--- src/rtl/dht11_read_scheduler_if.sv ---
// Bundles the user-side request/status and receiver-side handshake of the DHT11 read scheduler.
// The scheduler is the slave; the user logic and the start/receiver pair together act as master.
interface dht11_read_scheduler_if;
    logic        trigger;
    logic        auto_en;
    logic        start_o;
    logic        rx_done;
    logic [39:0] rx_frame;
    logic [15:0] humidity;
    logic [15:0] temperature;
    logic        data_valid;
    logic        busy;
    logic        err_sum;
    logic        err_tmo;

    modport slave (
        input  trigger, auto_en, rx_done, rx_frame,
        output start_o, humidity, temperature, data_valid, busy, err_sum, err_tmo
    );

    modport master (
        output trigger, auto_en, rx_done, rx_frame,
        input  start_o, humidity, temperature, data_valid, busy, err_sum, err_tmo
    );
endinterface

--- src/rtl/dht11_read_scheduler.sv ---
// DHT11 read sequencer: fires the start pulse, enforces the sensor holdoff, supervises the
// receiver with a timeout, validates the checksum, retries and latches good readings.
module dht11_read_scheduler #(
    parameter int MIN_GAP     = 2_000_000,
    parameter int TIMEOUT     = 30_000,
    parameter int MAX_RETRIES = 3
) (
    input  logic                  clk,
    input  logic                  rst,
    dht11_read_scheduler_if.slave bus
);
    localparam int HW = $clog2(MIN_GAP + 1);
    localparam int TW = $clog2(TIMEOUT + 1);
    localparam logic [HW-1:0] GAP_LD    = HW'(MIN_GAP - 1);
    localparam logic [TW-1:0] TMO_LD    = TW'(TIMEOUT - 1);
    localparam logic [3:0]    RETRY_LIM = 4'(MAX_RETRIES);

    typedef enum logic [2:0] {
        S_IDLE,
        S_START,
        S_WAIT,
        S_CHECK,
        S_HOLDOFF
    } state_t;

    typedef struct packed {
        logic [7:0] hum_i;
        logic [7:0] hum_d;
        logic [7:0] tmp_i;
        logic [7:0] tmp_d;
        logic [7:0] sum;
    } frame_t;

    state_t        state;
    frame_t        frame_q;
    logic [HW-1:0] hold_cnt;
    logic [TW-1:0] tmo_cnt;
    logic [3:0]    retry_cnt;
    logic [3:0]    retry_inc;
    logic          retry_flag;
    logic          pend;
    logic          sum_ok;
    logic          fail_tmo;
    logic          fail_sum;

    logic          start_q;
    logic          dv_q;
    logic          busy_q;
    logic          err_sum_q;
    logic          err_tmo_q;
    logic [15:0]   hum_q;
    logic [15:0]   tmp_q;

    function automatic logic [7:0] frame_sum(input frame_t f);
        return 8'(f.hum_i + f.hum_d + f.tmp_i + f.tmp_d);
    endfunction

    always_comb begin
        sum_ok    = (frame_q.sum == frame_sum(frame_q));
        retry_inc = retry_cnt + 4'd1;
        // rx_done takes priority over an expiring timeout in the same cycle
        fail_tmo  = (state == S_WAIT) && !bus.rx_done && (tmo_cnt == '0);
        fail_sum  = (state == S_CHECK) && !sum_ok;
    end

    always_ff @(posedge clk or negedge rst) begin
        if (!rst) begin
            state      <= S_HOLDOFF;
            hold_cnt   <= GAP_LD;
            tmo_cnt    <= '0;
            retry_cnt  <= '0;
            retry_flag <= 1'b0;
            pend       <= 1'b0;
            frame_q    <= '0;
            start_q    <= 1'b0;
            dv_q       <= 1'b0;
            busy_q     <= 1'b0;
            err_sum_q  <= 1'b0;
            err_tmo_q  <= 1'b0;
            hum_q      <= '0;
            tmp_q      <= '0;
        end else begin
            start_q <= 1'b0;
            dv_q    <= 1'b0;
            busy_q  <= 1'b1;

            // one-deep request memory; further triggers while busy are dropped
            if (bus.trigger && state != S_IDLE)
                pend <= 1'b1;

            case (state)
                S_IDLE: begin
                    if (bus.trigger || pend || bus.auto_en) begin
                        state <= S_START;
                        pend  <= 1'b0;
                    end else begin
                        busy_q <= 1'b0;
                    end
                end

                S_START: begin
                    start_q <= 1'b1;
                    tmo_cnt <= TMO_LD;
                    state   <= S_WAIT;
                end

                S_WAIT: begin
                    if (bus.rx_done) begin
                        frame_q <= bus.rx_frame;
                        state   <= S_CHECK;
                    end else if (tmo_cnt != '0) begin
                        tmo_cnt <= tmo_cnt - 1'b1;
                    end
                end

                S_CHECK: begin
                    if (sum_ok) begin
                        hum_q     <= {frame_q.hum_i, frame_q.hum_d};
                        tmp_q     <= {frame_q.tmp_i, frame_q.tmp_d};
                        dv_q      <= 1'b1;
                        retry_cnt <= '0;
                        err_sum_q <= 1'b0;
                        err_tmo_q <= 1'b0;
                        hold_cnt  <= GAP_LD;
                        state     <= S_HOLDOFF;
                    end
                end

                S_HOLDOFF: begin
                    if (hold_cnt != '0) begin
                        hold_cnt <= hold_cnt - 1'b1;
                    end else if (retry_flag) begin
                        retry_flag <= 1'b0;
                        state      <= S_START;
                    end else begin
                        busy_q <= 1'b0;
                        state  <= S_IDLE;
                    end
                end

                default: begin
                    busy_q <= 1'b0;
                    state  <= S_IDLE;
                end
            endcase

            // shared failure path for timeout and checksum errors
            if (fail_tmo || fail_sum) begin
                state    <= S_HOLDOFF;
                hold_cnt <= GAP_LD;
                if (retry_inc < RETRY_LIM) begin
                    retry_cnt  <= retry_inc;
                    retry_flag <= 1'b1;
                end else begin
                    retry_cnt  <= '0;
                    retry_flag <= 1'b0;
                    err_tmo_q  <= err_tmo_q | fail_tmo;
                    err_sum_q  <= err_sum_q | fail_sum;
                end
            end
        end
    end

    assign bus.start_o     = start_q;
    assign bus.data_valid  = dv_q;
    assign bus.busy        = busy_q;
    assign bus.err_sum     = err_sum_q;
    assign bus.err_tmo     = err_tmo_q;
    assign bus.humidity    = hum_q;
    assign bus.temperature = tmp_q;
endmodule

--- src/flat_wrapper.sv ---
// flat-port wrapper written by rule: the top's interface ports become plain ports
module dht11_read_scheduler_flat 
#(
    parameter int MIN_GAP     = 2_000_000,
    parameter int TIMEOUT     = 30_000,
    parameter int MAX_RETRIES = 3
)
  (clk, rst, bus_trigger, bus_auto_en, bus_rx_done, bus_rx_frame, bus_start_o, bus_humidity, bus_temperature, bus_data_valid, bus_busy, bus_err_sum, bus_err_tmo);
  dht11_read_scheduler_if bus_i ();
  input  logic clk;
  input  logic rst;
  input wire logic [$bits(bus_i.trigger)-1:0] bus_trigger;
  input wire logic [$bits(bus_i.auto_en)-1:0] bus_auto_en;
  input wire logic [$bits(bus_i.rx_done)-1:0] bus_rx_done;
  input wire logic [$bits(bus_i.rx_frame)-1:0] bus_rx_frame;
  output wire logic [$bits(bus_i.start_o)-1:0] bus_start_o;
  output wire logic [$bits(bus_i.humidity)-1:0] bus_humidity;
  output wire logic [$bits(bus_i.temperature)-1:0] bus_temperature;
  output wire logic [$bits(bus_i.data_valid)-1:0] bus_data_valid;
  output wire logic [$bits(bus_i.busy)-1:0] bus_busy;
  output wire logic [$bits(bus_i.err_sum)-1:0] bus_err_sum;
  output wire logic [$bits(bus_i.err_tmo)-1:0] bus_err_tmo;
  assign bus_i.trigger = bus_trigger;
  assign bus_i.auto_en = bus_auto_en;
  assign bus_i.rx_done = bus_rx_done;
  assign bus_i.rx_frame = bus_rx_frame;
  assign bus_start_o = bus_i.start_o;
  assign bus_humidity = bus_i.humidity;
  assign bus_temperature = bus_i.temperature;
  assign bus_data_valid = bus_i.data_valid;
  assign bus_busy = bus_i.busy;
  assign bus_err_sum = bus_i.err_sum;
  assign bus_err_tmo = bus_i.err_tmo;
  dht11_read_scheduler #(.MIN_GAP(MIN_GAP), .TIMEOUT(TIMEOUT), .MAX_RETRIES(MAX_RETRIES)) u_core (.clk(clk), .rst(rst), .bus(bus_i));
endmodule
--- config.mk ---
export PLATFORM = sky130hd
export DESIGN_NAME = dht11_read_scheduler_flat
export DESIGN_NICKNAME = d
export VERILOG_FILES = /design/src/rtl/dht11_read_scheduler_if.sv /design/src/rtl/dht11_read_scheduler.sv /design/src/flat_wrapper.sv
export SDC_FILE = /design/constraint.sdc
export NUM_CORES = 1
export LEC_CHECK = 0
export CORE_MARGIN = 2
export CORE_UTILIZATION = 30
export DETAILED_ROUTE_END_ITERATION = 16
export SYNTH_ARGS = -nofsm -noshare
export SYNTH_HDL_FRONTEND = slang
export SYNTH_SLANG_ARGS = --single-unit
--- constraint.sdc ---
create_clock -name clk -period 4.4 [get_ports clk]
set_clock_uncertainty 0.2 [all_clocks]
set_input_delay 0.88 -clock clk [delete_from_list [all_inputs] [get_ports clk]]
set_output_delay 0.88 -clock clk [all_outputs]
set_load 0.02 [all_outputs]
==> flow_summary.toml, run 1 <==
[placement]
place.port_buffers = 81
globalplace.congestion = 0.795
placed_area_um2 = 7040
post-dp-hpwl_um = 8940

[finish]
post-route-cell-area_um2 = 7660
layout-drive-gt1-share_pct = 20.9
mostFrequentLayoutCell = "dfrtp_1"
layout.cells.most_common_list = "dfrtp_1 (108), clkdlybuf4s50_1 (80), mux2_2 (67)"
nNetsFinal = 654
areaGrowthSynthToFinish_pct = 29.4
utilization_pct = 39.5

[worst_hold_path]
hold_start = "u_core.hold_cnt[20]"
worstHoldEndpoint = "u_core.hold_cnt[20]"
hold_path_class = "reg2reg"
worst_hold_path.num_cells = 2

[global_route]
grt_pass1_wl_um = 22000
total_grt_usage_pct = 13.6
grt_antenna_before_repair = 0
grt_pass1_vias = 4502
grt_max_degree = 63
grt_overflow = 0

[drt]
route.detailed.vias_per_inst = 4.75
postRouteAntennaNets = 0
vias = 4101
drt_pre_antenna_iters = 4
drt-total-wl_um = 12800
remaining_drc_errors = 0
wl_per_cell_um = 14.8
detailedRoute.firstIterationViolations = 152

[critical_path]
critical_path.most_common_cell = "fa_1"
crit_start = "u_core.frame_q[9]"
cp_max_fo = 34
r2r_end = "u_core.bus.humidity[8]"
cp.required_ns = 4.50
worst-r2r-setup-slack_ns = 0.29
worst_setup_path_end_kind = "register"
cpMaxStageDelayCell = "fa_1"
startpoint_type = "register"
rr_worst_depth = 13
crit_path_max_incr_delay_ns = 0.54
timing.critical_path.arrival_ns = 4.21
setup_cp_type = "reg2reg"
regToRegStartpoint = "u_core.frame_q[9]"
chain_of_cells_forming_the_critical_path = "fa_1 > inv_1 > fa_1 > inv_1 > ha_1 > fa_1 > xnor3_1 > nand4_1 > a21oi_1 > o211ai_1 > nor3_4 > buf_12 > mux2_2"

[power_and_ir_drop]
power.density_cell_area_nw_per_um2 = 812
power_leakage_uw = 0.00317
share_comb_of_total_power_pct = 48.5
peakVddDrop_mv = 0.522
sw_frac_of_total_pct = 37.3
power.switching_uw = 2320
power.internal_uw = 3900
p_seq_share_pct = 28.2
power_share_of_the_clock_group_pct = 23.3

[synthesis]
synth.cell_area_um2 = 5920
synth-warning-count = 0
synth_seq_cells = 122
ys_types = 53
synth_area_per_cell_um2 = 11.9
synth.yosys.seq_area_share_pct = 51.9
synth_top_flop_cell = "dfrtp_1"
synth_edf_count = 0
netlist_instances = 498
synth.net_count = 568
postSynth.asyncResetShare_pct = 100

[sta]
hold_violations = 0
maxSlewHeadroom_pct = 29.3
unrepaired_setup_endpoints_after_global_routing = "false"
timing.final.crit_share_pct = 93.3
worstMarginPinSlew_ns = 1.06
fin_crit_ns = 4.11
setup_viol_count_final = 0
achievable-frequency_mhz = 243
timing.final.max_slew_violations = 0
whs_ns = 0.286
tns_ns = 0

[clock_tree]
worstSkewPairLatency_ns = 0.42
clk_pin_slew_ns = 0.06
cts.root.buffer_cell = "clkbuf_16"
post_cts_resized = 0
cts_hold_buf = 0
h-tree-depth = 4
clock_tree_from_tritoncts = "yes"
cts.sink_count = 122
cts_post_setup_buffers_inserted = 0
number_of_buffers_between_clock_root_and_the_deepest_sink = 2
clock_buffer_count_from_cts = 17

[die]
ioPinCount = 82
chipWidth_um = 144
die_height_um = 144
initial_core_util_pct = 30.5
design.die.area_um2 = 20900
rows = 51
fp.coreArea_um2 = 19400

[flow_run]
drv.max_cap_violation_count = 0

[status]
status = "completed"
## layout make-up
cell class / instances / area, um2
clock buffers: 19 / 443
repair buffers: 84 / 856
multi-input cells: 337 / 2700
flip-flops and latches: 122 / 3070
clock inverters: 13 / 175
diodes: 1 / 2.50
well taps: 265 / 332
inverters: 22 / 82.6
fillers: 1893 / 11700
## cell usage after synthesis (all sizes together) (2+ instances only)
library cell,count,share of area (%)
a21oi,22,1.9
or4,14,2.0
a21o,2,0.25
xnor2,21,3.1
xnor3,3,1.1
and2,5,0.53
o21a,2,0.25
o211ai,4,0.51
o31ai,5,0.63
nor2b,5,0.53
a311oi,2,0.30
dfrtp,108,46
a31oi,3,0.42
nand2b,4,0.42
nand3,11,0.93
nor4,6,0.63
clkbuf,11,0.70
nand4b,2,0.30
nor2,30,1.9
fa,14,4.7
ha,11,2.3
mux2,67,13
buf,6,0.57
nor3,16,1.4
nor4b,4,0.59
or3,6,0.63
o21ai,19,1.6
inv,21,1.3
xor2,5,0.74
o21bai,2,0.44
dfstp,14,6.2
nand2,35,2.2
and3,5,0.53
## sequential cells by signal (all words and copies together) (netlist names)
signal,count
u_core.bus.busy,1
u_core.bus.data_valid,1
u_core.bus.err_sum,1
u_core.bus.err_tmo,1
u_core.bus.humidity,16
u_core.bus.start_o,1
u_core.bus.temperature,16
u_core.frame_q,40
u_core.hold_cnt,21
u_core.pend,1
u_core.retry_cnt,4
u_core.retry_flag,1
u_core.state,3
u_core.tmo_cnt,15
## kinds of logic after synthesis
kind of cell / Yosys count / share of synthesized area, %
XOR/XNOR: 29 / 4.99
flip-flops: 122 / 51.9
adder cells (fa/ha/maj): 25 / 7.06
buffers and inverters: 39 / 2.66
AND/OR/NAND/NOR: 150 / 13.6
multiplexers: 67 / 12.8
AO/OA/AOI/OAI: 66 / 7.02
## worst max-delay path: cells and delay by family (launching register included)
kind / cells / cell delay [ns]
mux: 1 / 0.36
buf+inv: 3 / 0.34
compound gates: 2 / 0.34
flops: 1 / 0.41
xor+xnor: 1 / 0.38
fa+ha+maj: 4 / 1.67
simple gates: 2 / 0.28
## per-stage QoR
step / std cells / worst slack (ns) / total power [uW]
after floorplan: 498 / 0.295 / 3990
after global placement: 830 / 0.348 / 4750
after detailed placement: 830 / 0.276 / 4830
after CTS: 862 / 0.257 / 6330
after global routing: 862 / 0.122 / 6730
final: 863 / 0.293 / 6220
## how the worst max path moves through the flow
stage | end | cells past startpoint
2_1_floorplan | u_core.bus.temperature[0] | 13
3_3_place_gp | u_core.bus.temperature[9] | 13
3_5_place_dp | u_core.bus.humidity[5] | 13
4_1_cts | u_core.bus.humidity[5] | 13
5_1_grt | u_core.bus.temperature[15] | 13
6_report | u_core.bus.humidity[8] | 13
## layer usage
layer	GRT usage (%)	routed length (um)
met1	16.1	5450
met2	22.3	6230
met3	4.77	790
met4	5.98	305
met5	0	0
## power by group through the flow
| stage | Clock, uW | Combinational [uW] | Sequential (uW) |
|---|---|---|---|
| 2_1_floorplan | 0 | 2200 | 1790 |
| 3_3_place_gp | 0 | 2990 | 1750 |
| 3_5_place_dp | 0 | 3050 | 1770 |
| 4_1_cts | 1490 | 3090 | 1760 |
| 5_1_grt | 1530 | 3380 | 1810 |
| 6_report | 1450 | 3020 | 1750 |
Power figures use the tool's default switching activity.
==> run 2: changes to the inputs <==
--- a/config.mk
+++ b/config.mk
@@ -8,6 +8,7 @@
 export CORE_MARGIN = 2
 export CORE_UTILIZATION = 30
 export DETAILED_ROUTE_END_ITERATION = 16
+export PLACE_DENSITY = 0.58
 export SYNTH_ARGS = -nofsm -noshare
 export SYNTH_HDL_FRONTEND = slang
 export SYNTH_SLANG_ARGS = --single-unit
==> flow_summary.toml, run 2 (synthesis results as in run 1) <==
[status]
status = "completed"

[critical_path]
cp.required_ns = 4.50
rr_worst_depth = 13
worst-r2r-setup-slack_ns = 0.28
path_delay_family = "adder cells"
timing.critical_path.arrival_ns = 4.22
cpMaxStageDelayCell = "fa_1"
worst-path-stages = 13
chain_of_cells_forming_the_critical_path = "fa_1 > inv_1 > fa_1 > inv_1 > ha_1 > fa_1 > xnor3_1 > nand4_1 > a21oi_1 > o211ai_1 > nor3_4 > buf_12 > mux2_2"
setup_cp_type = "reg2reg"
crit_path_end = "u_core.bus.temperature[9]"
worst_setup_path_end_kind = "register"
crit_path_max_incr_delay_ns = 0.54
startpoint_type = "register"
sum_of_buffers_and_inverters_on_the_critical_path = 3
cp_max_fo = 30
critical_path.most_common_cell = "fa_1"
crit_start = "u_core.frame_q[9]"
r2r_end = "u_core.bus.temperature[9]"
regToRegStartpoint = "u_core.frame_q[9]"

[clock_tree]
worstSkewPairLatency_ns = 0.42
cts.sink_count = 122
cts_post_setup_buffers_inserted = 0
cts_hold_buf = 0
clk_pin_slew_ns = 0.05
clock_tree_from_tritoncts = "yes"
number_of_buffers_between_clock_root_and_the_deepest_sink = 2
h-tree-depth = 4
post_cts_resized = 0
cts.root.buffer_cell = "clkbuf_16"
clock_buffer_count_from_cts = 17

[finish]
layout-drive-gt1-share_pct = 21.0
biggestRegsByFlops = "u_core.frame_q x40, u_core.hold_cnt x21"
nNetsFinal = 656
antenna_diode_instance_count = 0
areaGrowthSynthToFinish_pct = 29.4
max_reg_flops = 40
utilization_pct = 39.5
largest-register = "u_core.frame_q"
layout.cells.most_common_list = "dfrtp_1 (108), clkdlybuf4s50_1 (80), mux2_2 (67)"
mostFrequentLayoutCell = "dfrtp_1"

[drt]
detailedRoute.firstIterationViolations = 204
drt_pre_antenna_iters = 4
postRouteAntennaNets = 0
wl_per_cell_um = 14.9
route.met3.wl_um = 864
detailroute.wirelength.met2_um = 6150
route.detailed.vias_per_inst = 4.66
routedLengthMet1_um = 5760
vias = 4024
drt-total-wl_um = 12900
remaining_drc_errors = 0
top_layer_used = "met4"

[die]
ioPinCount = 82
chipWidth_um = 144
fp.coreArea_um2 = 19400
die_height_um = 144
initial_core_util_pct = 30.5
design.die.area_um2 = 20900
rows = 51

[global_route]
grt_pass1_vias = 4339
grt_antenna_before_repair = 0
grt_max_degree = 74
grt_overflow = 0
grt_pass1_wl_um = 21800
total_grt_usage_pct = 13.5

[sta]
unrepaired_setup_endpoints_after_global_routing = "false"
achievable-frequency_mhz = 243
whs_ns = 0.281
hold_violations = 0
setup_viol_count_final = 0
tns_ns = 0
timing.final.crit_share_pct = 93.6
worstMarginPinSlew_ns = 0.984
maxSlewHeadroom_pct = 34.4
fin_crit_ns = 4.12
timing.final.max_slew_violations = 0

[power_and_ir_drop]
report.power.total_uw = 6220
power.density_cell_area_nw_per_um2 = 813
peakVddDrop_mv = 0.528
power_leakage_uw = 0.00318

[worst_hold_path]
hold_path_class = "reg2reg"

[placement]
place.port_buffers = 81
post-dp-hpwl_um = 8900
globalplace.congestion = 0.789

[flow_run]
drv.max_cap_violation_count = 0
==> run 2: where the power goes <==
part | internal [uW] | total, uW | switching, uW
sequential | 1460 | 1750 | 285
combinational | 1490 | 3050 | 1560
clock | 918 | 1430 | 508
==> run 2: layout make-up <==
type / count / area [um2]
sequential: 122 / 3070
clock buffer: 21 / 460
inverter: 22 / 82.6
multi-input combinational: 337 / 2700
timing repair buffer: 86 / 871
fill: 1907 / 11700
tap: 265 / 332
clock inverter: 11 / 145
==> run 2: worst min-delay path: stages (launching register included) <==
cell	delay (ns)
dfstp_2	0.37
o21ai_0	0.06
nand2_1	0.05
==> run 2: worst min-delay path by stage <==
stage	slack, ns	from	endpoint	cells past startpoint
detailed placement	0.27	u_core.hold_cnt[20]	u_core.hold_cnt[20]	2
finish	0.28	u_core.hold_cnt[20]	u_core.hold_cnt[20]	2
global placement	0.27	u_core.tmo_cnt[0]	u_core.tmo_cnt[0]	1
floorplan	0.25	u_core.tmo_cnt[0]	u_core.tmo_cnt[0]	1
CTS	0.28	u_core.hold_cnt[20]	u_core.hold_cnt[20]	2
global route	0.32	u_core.pend	u_core.pend	1
==> run 2: metrics by stage <==
| stage | setup WS (ns) | cell area, um2 | cells |
|---|---|---|---|
| 5_1_grt | 0.0858 | 7660 | 864 |
| 6_report | 0.281 | 7660 | 864 |
| 4_1_cts | 0.245 | 7660 | 864 |
| 3_5_place_dp | 0.250 | 7050 | 832 |
| 2_1_floorplan | 0.295 | 5920 | 498 |
| 3_3_place_gp | 0.336 | 7050 | 832 |
==> run 2: per-layer routing <==
metal	GRT usage, %	vias to the layer above
met2	21.7	82
met4	4.29	0
met5	0	-
li1	-	1943
met3	5.56	10
met1	16.6	1989
==> run 3: changes to the inputs <==
--- a/config.mk
+++ b/config.mk
@@ -9,6 +9,7 @@
 export CORE_UTILIZATION = 30
 export DETAILED_ROUTE_END_ITERATION = 16
 export PLACE_DENSITY = 0.58
+export SKIP_LAST_GASP = 1
 export SYNTH_ARGS = -nofsm -noshare
 export SYNTH_HDL_FRONTEND = slang
 export SYNTH_SLANG_ARGS = --single-unit
==> results of run 3 <==
Same layout as run 2: the final DEF is identical, and so are final timing and power.
